$ cat config.mk
export PLATFORM = sky130hd
export DESIGN_NAME = regfile_wb_arbiter
export DESIGN_NICKNAME = d
export VERILOG_FILES = /design/src/rtl/regfile_pkg.sv /design/src/rtl/rr_arbiter2.sv /design/src/rtl/regfile_wb_arbiter.sv
export SDC_FILE = /design/constraint.sdc
export NUM_CORES = 1
export LEC_CHECK = 0
export CAP_MARGIN = 20
export CORE_UTILIZATION = 41
export CTS_BUF_LIST = sky130_fd_sc_hd__clkbuf_8
export DETAILED_ROUTE_END_ITERATION = 7
export PLACE_DENSITY = 0.86
export SLEW_MARGIN = 20
export SYNTH_ARGS = -nofsm -noshare
export SYNTH_HDL_FRONTEND = slang
export SYNTH_SLANG_ARGS = --single-unit
$ cat constraint.sdc
create_clock -name clk -period 2.2 [get_ports clk]
set_input_delay 0.22 -clock clk [delete_from_list [all_inputs] [get_ports clk]]
set_output_delay 0.22 -clock clk [all_outputs]
set_load 0.1 [all_outputs]
$ cat src/rtl/regfile_pkg.sv
// Shared widths and enumerations for the register-file writeback arbiter.
package regfile_pkg;

  localparam int unsigned REG_ADDR = 5;
  localparam int unsigned REG_DATA = 32;

  typedef enum logic {
    CLEAR = 1'b0,
    RUN   = 1'b1
  } state_e;

  typedef enum logic {
    REQ_A = 1'b0,
    REQ_B = 1'b1
  } req_id_e;

endpackage

$ cat src/rtl/rr_arbiter2.sv
// Two-input round-robin arbiter; bit 0 is requester A, bit 1 is requester B.
module rr_arbiter2
  import regfile_pkg::req_id_e;
  import regfile_pkg::REQ_A;
  import regfile_pkg::REQ_B;
(
  input  logic       clk,
  input  logic       rst,
  input  logic [1:0] req,
  input  logic       accept,
  output logic [1:0] gnt
);

  req_id_e last_grant;

  // On a tie the requester not served most recently wins.
  always_comb begin
    gnt = req;
    if (req == 2'b11) begin
      gnt = (last_grant == REQ_B) ? 2'b01 : 2'b10;
    end
  end

  // Reset to B so that A wins the very first tie.
  always_ff @(posedge clk or posedge rst) begin
    if (rst) begin
      last_grant <= REQ_B;
    end else if (accept) begin
      last_grant <= gnt[1] ? REQ_B : REQ_A;
    end
  end

endmodule

$ cat src/rtl/regfile_wb_arbiter.sv
// Clears registers 1..2**REG_ADDR-1 after reset, then arbitrates ALU (A) and
// load (B) writebacks onto a single register-file write port.
module regfile_wb_arbiter
  import regfile_pkg::state_e;
  import regfile_pkg::CLEAR;
  import regfile_pkg::RUN;
#(
  parameter int unsigned REG_ADDR = regfile_pkg::REG_ADDR,
  parameter int unsigned REG_DATA = regfile_pkg::REG_DATA
) (
  input  logic                clk,
  input  logic                rst,
  input  logic                a_valid,
  input  logic [REG_ADDR-1:0] a_addr,
  input  logic [REG_DATA-1:0] a_data,
  output logic                a_ready,
  input  logic                b_valid,
  input  logic [REG_ADDR-1:0] b_addr,
  input  logic [REG_DATA-1:0] b_data,
  output logic                b_ready,
  output logic [REG_ADDR-1:0] reg_write,
  output logic [REG_DATA-1:0] reg_write_data,
  output logic                reg_write_control,
  output logic                init_done
);

  state_e              state;
  logic [REG_ADDR-1:0] clear_ptr;
  logic [1:0]          req;
  logic [1:0]          gnt;
  logic                accept;
  logic [REG_ADDR-1:0] sel_addr;
  logic [REG_DATA-1:0] sel_data;

  // Requests are only visible to the arbiter once clearing has finished.
  assign req    = {b_valid, a_valid} & {2{state == RUN}};
  assign accept = |gnt;

  rr_arbiter2 u_arb (
    .clk    (clk),
    .rst    (rst),
    .req    (req),
    .accept (accept),
    .gnt    (gnt)
  );

  assign a_ready  = gnt[0];
  assign b_ready  = gnt[1];
  assign sel_addr = gnt[1] ? b_addr : a_addr;
  assign sel_data = gnt[1] ? b_data : a_data;

  always_ff @(posedge clk or posedge rst) begin
    if (rst) begin
      state             <= CLEAR;
      clear_ptr         <= REG_ADDR'(1);
      reg_write         <= '0;
      reg_write_data    <= '0;
      reg_write_control <= 1'b0;
      init_done         <= 1'b0;
    end else begin
      case (state)
        CLEAR: begin
          reg_write_control <= 1'b1;
          reg_write         <= clear_ptr;
          reg_write_data    <= '0;
          clear_ptr         <= clear_ptr + REG_ADDR'(1);
          if (clear_ptr == '1) begin
            state     <= RUN;
            init_done <= 1'b1;
          end
        end
        RUN: begin
          // x0 is hardwired: the handshake completes but no write is issued.
          reg_write_control <= 1'b0;
          if (accept && (sel_addr != '0)) begin
            reg_write_control <= 1'b1;
            reg_write         <= sel_addr;
            reg_write_data    <= sel_data;
          end
        end
        default: begin
          state <= CLEAR;
        end
      endcase
    end
  end

endmodule

Word level (Yosys, flattened, before mapping)
Cells that the tools add are included.

operators by class
  add/subtract/negate cells = 1
  equal/unequal tests = 3
  multiplexer cells = 13
  bitwise operators = 2
  reductions and logical operators = 4

operators with widths
  cell                                                                     count
  32-bit 2-to-1 mux                                                        2
  32-bit case mux with 2 select lines                                      1
  5-bit 2-to-1 mux                                                         2
  5-bit case mux with 2 select lines                                       1
  5-bit by 1-bit adder with 5-bit output, second input constant            1
  5-bit == test, second input constant                                     1
  5-bit nonzero test                                                       1
  1-bit 2-to-1 mux                                                         4
  2-bit 2-to-1 mux                                                         2
  2-bit bitwise AND                                                        1
  2-bit == test, second input constant                                     1
  2-bit by 1-bit inequality test with 1-bit output, second input constant  1
  1-bit case mux with 2 select lines                                       1
  2-bit AND reduction                                                      1
  2-bit OR reduction                                                       1
  1-bit logical AND                                                        1
  1-bit NOT                                                                1

storage, ports and cells
  register bits = 46
  bits of input ports = 78
  word-level logic and storage cells = 30

Longest topological paths before layout
  depth after elaboration = 8
  depth in mapped cells = 7

Hierarchy
Synthesis repeated with hierarchy kept, for this count alone.

unflattened totals
  cells, all modules = 217
  area, all modules = 2253.4 um^2

by module, submodules not included
  module              times used  cells an instance  area each (um^2)  seq. area each (um^2)
  regfile_wb_arbiter  1           211                2185.8            1127.3
  rr_arbiter2         1           6                  67.6              26.3

Worst setup path before layout
No wires, ideal clock.

  kind = register to register
  start = register u_arb.last_grant
  end = register reg_write_data[0]
  library setup time = 99 ps
  arrival time = 1775 ps
  data required time = 2101 ps
  path slack = 326 ps
  cell stages (with the launch flop) = 8
  period minus slack after synthesis = 1874 ps
  cell sequence = dfstp_2 > a21boi_2 > nand2_1 > inv_2 > buf_4 > buf_2 > nand2_1 > a311oi_1

on the way
  longest elaborated chain between the ends = 6
  elaborated cells on any way between the ends = 10
  those cells by class = 1 x eq/ne; 6 x mux; 3 x reduce/logical

ends and longest elaborated chain
  what                                                               line                      RTL
  start, declared                                                    rr_arbiter2.sv:14         req_id_e last_grant;
  start signal, assigned                                             rr_arbiter2.sv:29         last_grant <= gnt[1] ? REQ_B : REQ_A;
  2-bit 2-to-1 mux *                                                 rr_arbiter2.sv:20         gnt = (last_grant == REQ_B) ? 2'b01 : 2'b10;
  2-bit 2-to-1 mux *                                                 rr_arbiter2.sv:19         if (req == 2'b11) begin
  named net b_ready                                                  regfile_wb_arbiter.sv:20  output logic b_ready,
  5-bit 2-to-1 mux                                                   regfile_wb_arbiter.sv:49  assign sel_addr = gnt[1] ? b_addr : a_addr;
  5-bit nonzero test                                                 regfile_wb_arbiter.sv:75  if (accept && (sel_addr != '0)) begin
  1-bit logical AND                                                  regfile_wb_arbiter.sv:75
  2-bit by 1-bit inequality test with 1-bit output (no source line)  -
  end signal, assigned                                               regfile_wb_arbiter.sv:78  reg_write_data <= sel_data;
  end, declared                                                      regfile_wb_arbiter.sv:22  output logic [REG_DATA-1:0] reg_write_data,

Mark *: on every way through the listed nets, which the timed path passes. The rest lies on a longest branch. The select of a mux whose other input is x is not followed.
A chain may end at the register's enable or synchronous reset.

Worst setup path in the final report
  start = input b_valid
  end = output b_ready

on the way
  longest elaborated chain between the ends = 3

ends and longest elaborated chain
  what                 line                      RTL
  start, declared      regfile_wb_arbiter.sv:17  input logic b_valid,
  2-bit bitwise AND *  regfile_wb_arbiter.sv:36  assign req = {b_valid, a_valid} & {2{state == RUN}};
  2-bit == test        rr_arbiter2.sv:19
  2-bit 2-to-1 mux *   rr_arbiter2.sv:19
  end, declared        regfile_wb_arbiter.sv:20

Every way passes the cells marked *; elsewhere a longest branch is shown, timed or not.

==> results.md <==
Global route:
- Entering global routing, the biggest net connects between 40 and 50 pins.
- The first-pass GRT wire length is 9.95 mm.
- The number of global-route vias before repair was about 2,200.
- The global-route total usage across every layer is between 20% and 30%.
- The number of antenna violations at the first check in global routing is 0.
- After global routing the overflow that remains totals 0.

Clocking:
- The maximum clock insertion buffer count is 2.
- TritonCTS built the clock tree.
- The number of buffers added by the clock tree synthesis step is 5.
- Clock-pin slew was measured on the worst setup and hold paths at roughly 80 ps.
- Clock tree synthesis found a total of 46 sinks.
- The number of setup buffers added after CTS is 0.
- The hold buffer count at CTS is 0.
- Clock tree synthesis selected as its root buffer the cell sky130_fd_sc_hd__clkbuf_8.
- The source-to-sink clock delay at the later pin of the worst-skew pair is 300 ps.
- The clock tree synthesis step divided the H-tree into 2 levels.
- Post-CTS repair changed the size of 0 cells.

Detailed routing:
- The routed wirelength normalized by instance count is between 10 and 15 µm.
- The number of nets still failing antenna checks after routing is 0.
- After detailed routing, the total wire length is ~6.1 mm.
- The initial detailed-routing violation count is ~120.
- The routed via count is approximately 2,200.
- In the routed design, unresolved DRC markers number 0.
- The via density per instance is ~5.2.
- The pre-antenna-repair detailed-routing pass consisted of 4 iterations.

Placed design:
- OpenSTA, run right after detailed placement, puts the worst setup slack at -52.3 ps.
- The area of placed instances is about 0.0035 mm².
- The congestion estimate from routability-driven global placement came to 0.912.
- The post-placement cell count is ~420.
- The estimated wirelength of the detail-placed design is 4.64 mm.
- In this run the tool buffered the top-level ports with roughly 120 buffer cells.

Run:
- The max-capacitance violation count is 0.

STA:
- The number of hold violations in the final report was 0.
- The top achievable clock speed is between 400 and 500 MHz.
- Setup repair after global routing left no endpoint under its margin.
- The clock period minus final worst setup slack is just over 2000 ps.
- The worst hold slack is around 380 ps.
- The worst clock skew on the final layout is between 6 and 7 ps.
- At the pin with the least slew margin, the transition time is approximately 710 ps.
- The final setup TNS is 0 ps.
- The final setup violation count is 0.
- The number of pins with negative max-slew slack in the final report is 0.
- Headroom to the max-slew limit came out at 52.5%.
- The final worst slack is approximately 130 ps.
- In the finished design, the share of the clock period the worst path needs comes to roughly 94%.

Synthesis:
- After synthesis the cells add up to between 0.002 and 0.0025 mm².
- For this run, the number of Yosys warnings is 0.
- Synthesis produced a netlist whose cell count is approximately 230.
- After Yosys synthesis, full adders, half adders and majority gates account for 1.11% of the synthesized area.
- The most common cell in the synthesized netlist is sky130_fd_sc_hd__dfrtp_1.
- Summing the areas of all compound-gate instances in the mapped netlist gives a little over a fifth of the synthesized area.
- The commonest cells after synthesis are 44 x sky130_fd_sc_hd__dfrtp_1, 36 x sky130_fd_sc_hd__nand2_1, 24 x sky130_fd_sc_hd__nor2_1.
- Of the post-synthesis cell area, the dominant cell type holds 48.8%.
- In the synthesized netlist the async set-or-reset flop fraction comes to 100%.
- The distinct cell type count of the synthesized netlist is 38.
- The count of flip-flops with a built-in enable after synthesis is 0.
- Of the total synthesized cell area, the portion taken by XOR and XNOR cells is 1.17%.
- The dominant combinational cell family by area after synthesis is compound AO/OA/AOI/OAI gates.
- The simple-gate share of the synthesized area is between 10% and 20%.
- The share of the yosys chip area belonging to registers is 51.2%.
- The multiplexer share of the synthesized area is less than 1%.
- The biggest area contributor in the post-synthesis netlist is sky130_fd_sc_hd__dfrtp_1.
- Counting every net in the synthesized netlist gives 314.
- Synthesis inferred 46 register bits.
- Sorting the synthesized cells by area gives the leading types as sky130_fd_sc_hd__dfrtp_1 49%, sky130_fd_sc_hd__a311oi_1 7.4%, sky130_fd_sc_hd__nand2_1 6.0%.
- The commonest register cell after synthesis is sky130_fd_sc_hd__dfrtp_1.
- Averaged over all synthesized cells, the footprint is between 9 and 10 µm².

Floorplan:
- The number of primary I/O pins is 119.
- Once the floorplan was initialized, standard cells occupied a little over two fifths of the core.
- The core region is between 0.005 and 0.006 mm².
- The floorplan step defined a die boundary enclosing about 0.0058 mm².
- The die is ~76 µm wide.
- The chip height is around 76 µm.
- The initialized floorplan defines 26 standard-cell rows.

Cells and area:
- The share of cells above drive strength 1 is approximately 20%.
- The end-of-flow core utilization is 68.6%.
- The filler-free cell count of the finished design is about 430.
- The signed area change from the synthesized netlist to the final layout is 58.3%.
- The net count of the finished layout is ~440.
- The final design area excluding fillers is 0.00357 mm².
- The filler cell count in the final layout is about 430.
- 0 antenna diodes ended up in the layout.

Worst setup path:
- At the worst endpoint, the required time is approximately 2000 ps.
- The startpoint type of the worst setup path is a primary input.
- The data arrival time at the worst-slack endpoint is about 1900 ps.
- The critical-path maximum fanout is 17.
- The worst setup path is captured at an output pin.
- The type of the worst setup path is primary input to output pin.

Power:
- The total chip power is between 3 and 4 mW.
- The largest vdd supply drop is between 0.0004 and 0.0005 V.
- The areal power density over the cells is approximately 860 mW/mm².
- The leakage power total is between 1.5 and 2 nW.

Hold path:
- The classification of the worst-slack hold path is primary input to async pin.

Outcome:
- The flow ran to the end, and the final reports show no timing, DRC or antenna violations.
cell type report:
cell class              instances  area [µm²]  share of cell area (%)
flip-flops and latches         46        1150                    32.3
repair buffers                127        1180                    33.2
clock inverters                 2        33.8                   0.947
clock buffers                   6        82.6                    2.31
well taps                      70        87.6                    2.45
inverters                      23        86.3                    2.42
multi-input cells             152         941                    26.4
registers in the layout (all words and copies together) (netlist names):
name               count
u_arb.last_grant       1
clear_ptr              5
init_done              1
reg_write_data        32
reg_write              5
state                  1
reg_write_control      1
path summary, 6_finish.rpt:
| path | slack (ps) | endpoint | startpoint | cells past startpoint |
|---|---|---|---|---|
| setup / recovery | 130 | b_ready | b_valid | 7 |
| hold / removal | 380 | reg_write_data[17] | rst | 3 |
| setup reg to reg | 290 | reg_write[4] | u_arb.last_grant | 5 |
| hold reg to reg | 480 | init_done | init_done | 1 |
| max in group asynchronous | 1430 | clear_ptr[0] | rst | 3 |
| min in group clk | 480 | reg_write_data[5] | b_data[5] | 3 |
per-layer routing:
layer | GRT usage, % | routed length (µm) | up-vias
li1 | - | - | 1060
met1 | 24.3 | 2470 | 1021
met2 | 38.0 | 2970 | 105
met3 | 7.66 | 606 | 9
met4 | 6.35 | 80 | 0
met5 | 0 | 0 | -
cell families after synthesis:
family                   count (synthesis)
XOR/XNOR                                 3
AO/OA/AOI/OAI                           65
AND/OR/NAND/NOR                         80
flip-flops                              46
multiplexers                             2
buffers and inverters                   36
adder cells (fa/ha/maj)                  2
power breakdown:
group	switching, mW	internal [mW]	leakage, nW	total, mW
logic	1.05	0.375	1.03	1.43
clock network	0.273	0.366	0.0626	0.639
registers	0.0583	0.952	0.536	1.01
critical path, stage by stage:
cell	delay, ps
sky130_fd_sc_hd__clkdlybuf4s50_1	500
sky130_fd_sc_hd__a21boi_2	200
sky130_fd_sc_hd__nand2_1	160
sky130_fd_sc_hd__buf_4	220
sky130_fd_sc_hd__inv_2	100
sky130_fd_sc_hd__buf_4	250
sky130_fd_sc_hd__buf_12	210
cells in the final DEF (no fill, tap or decap), types with 3 or more instances in the layout:
cell type,n
sky130_fd_sc_hd__buf_12,3
sky130_fd_sc_hd__xnor2_1,3
sky130_fd_sc_hd__clkdlybuf4s50_1,77
sky130_fd_sc_hd__a21oi_1,3
sky130_fd_sc_hd__inv_1,21
sky130_fd_sc_hd__dfrtp_1,44
sky130_fd_sc_hd__nand2_1,36
sky130_fd_sc_hd__buf_4,47
sky130_fd_sc_hd__nor2_1,24
sky130_fd_sc_hd__o21ai_0,6
sky130_fd_sc_hd__a311oi_1,19
sky130_fd_sc_hd__o21ai_1,10
sky130_fd_sc_hd__a22oi_1,16
sky130_fd_sc_hd__clkbuf_8,6
sky130_fd_sc_hd__or3_1,7
(Power assumes the default switching activity.)
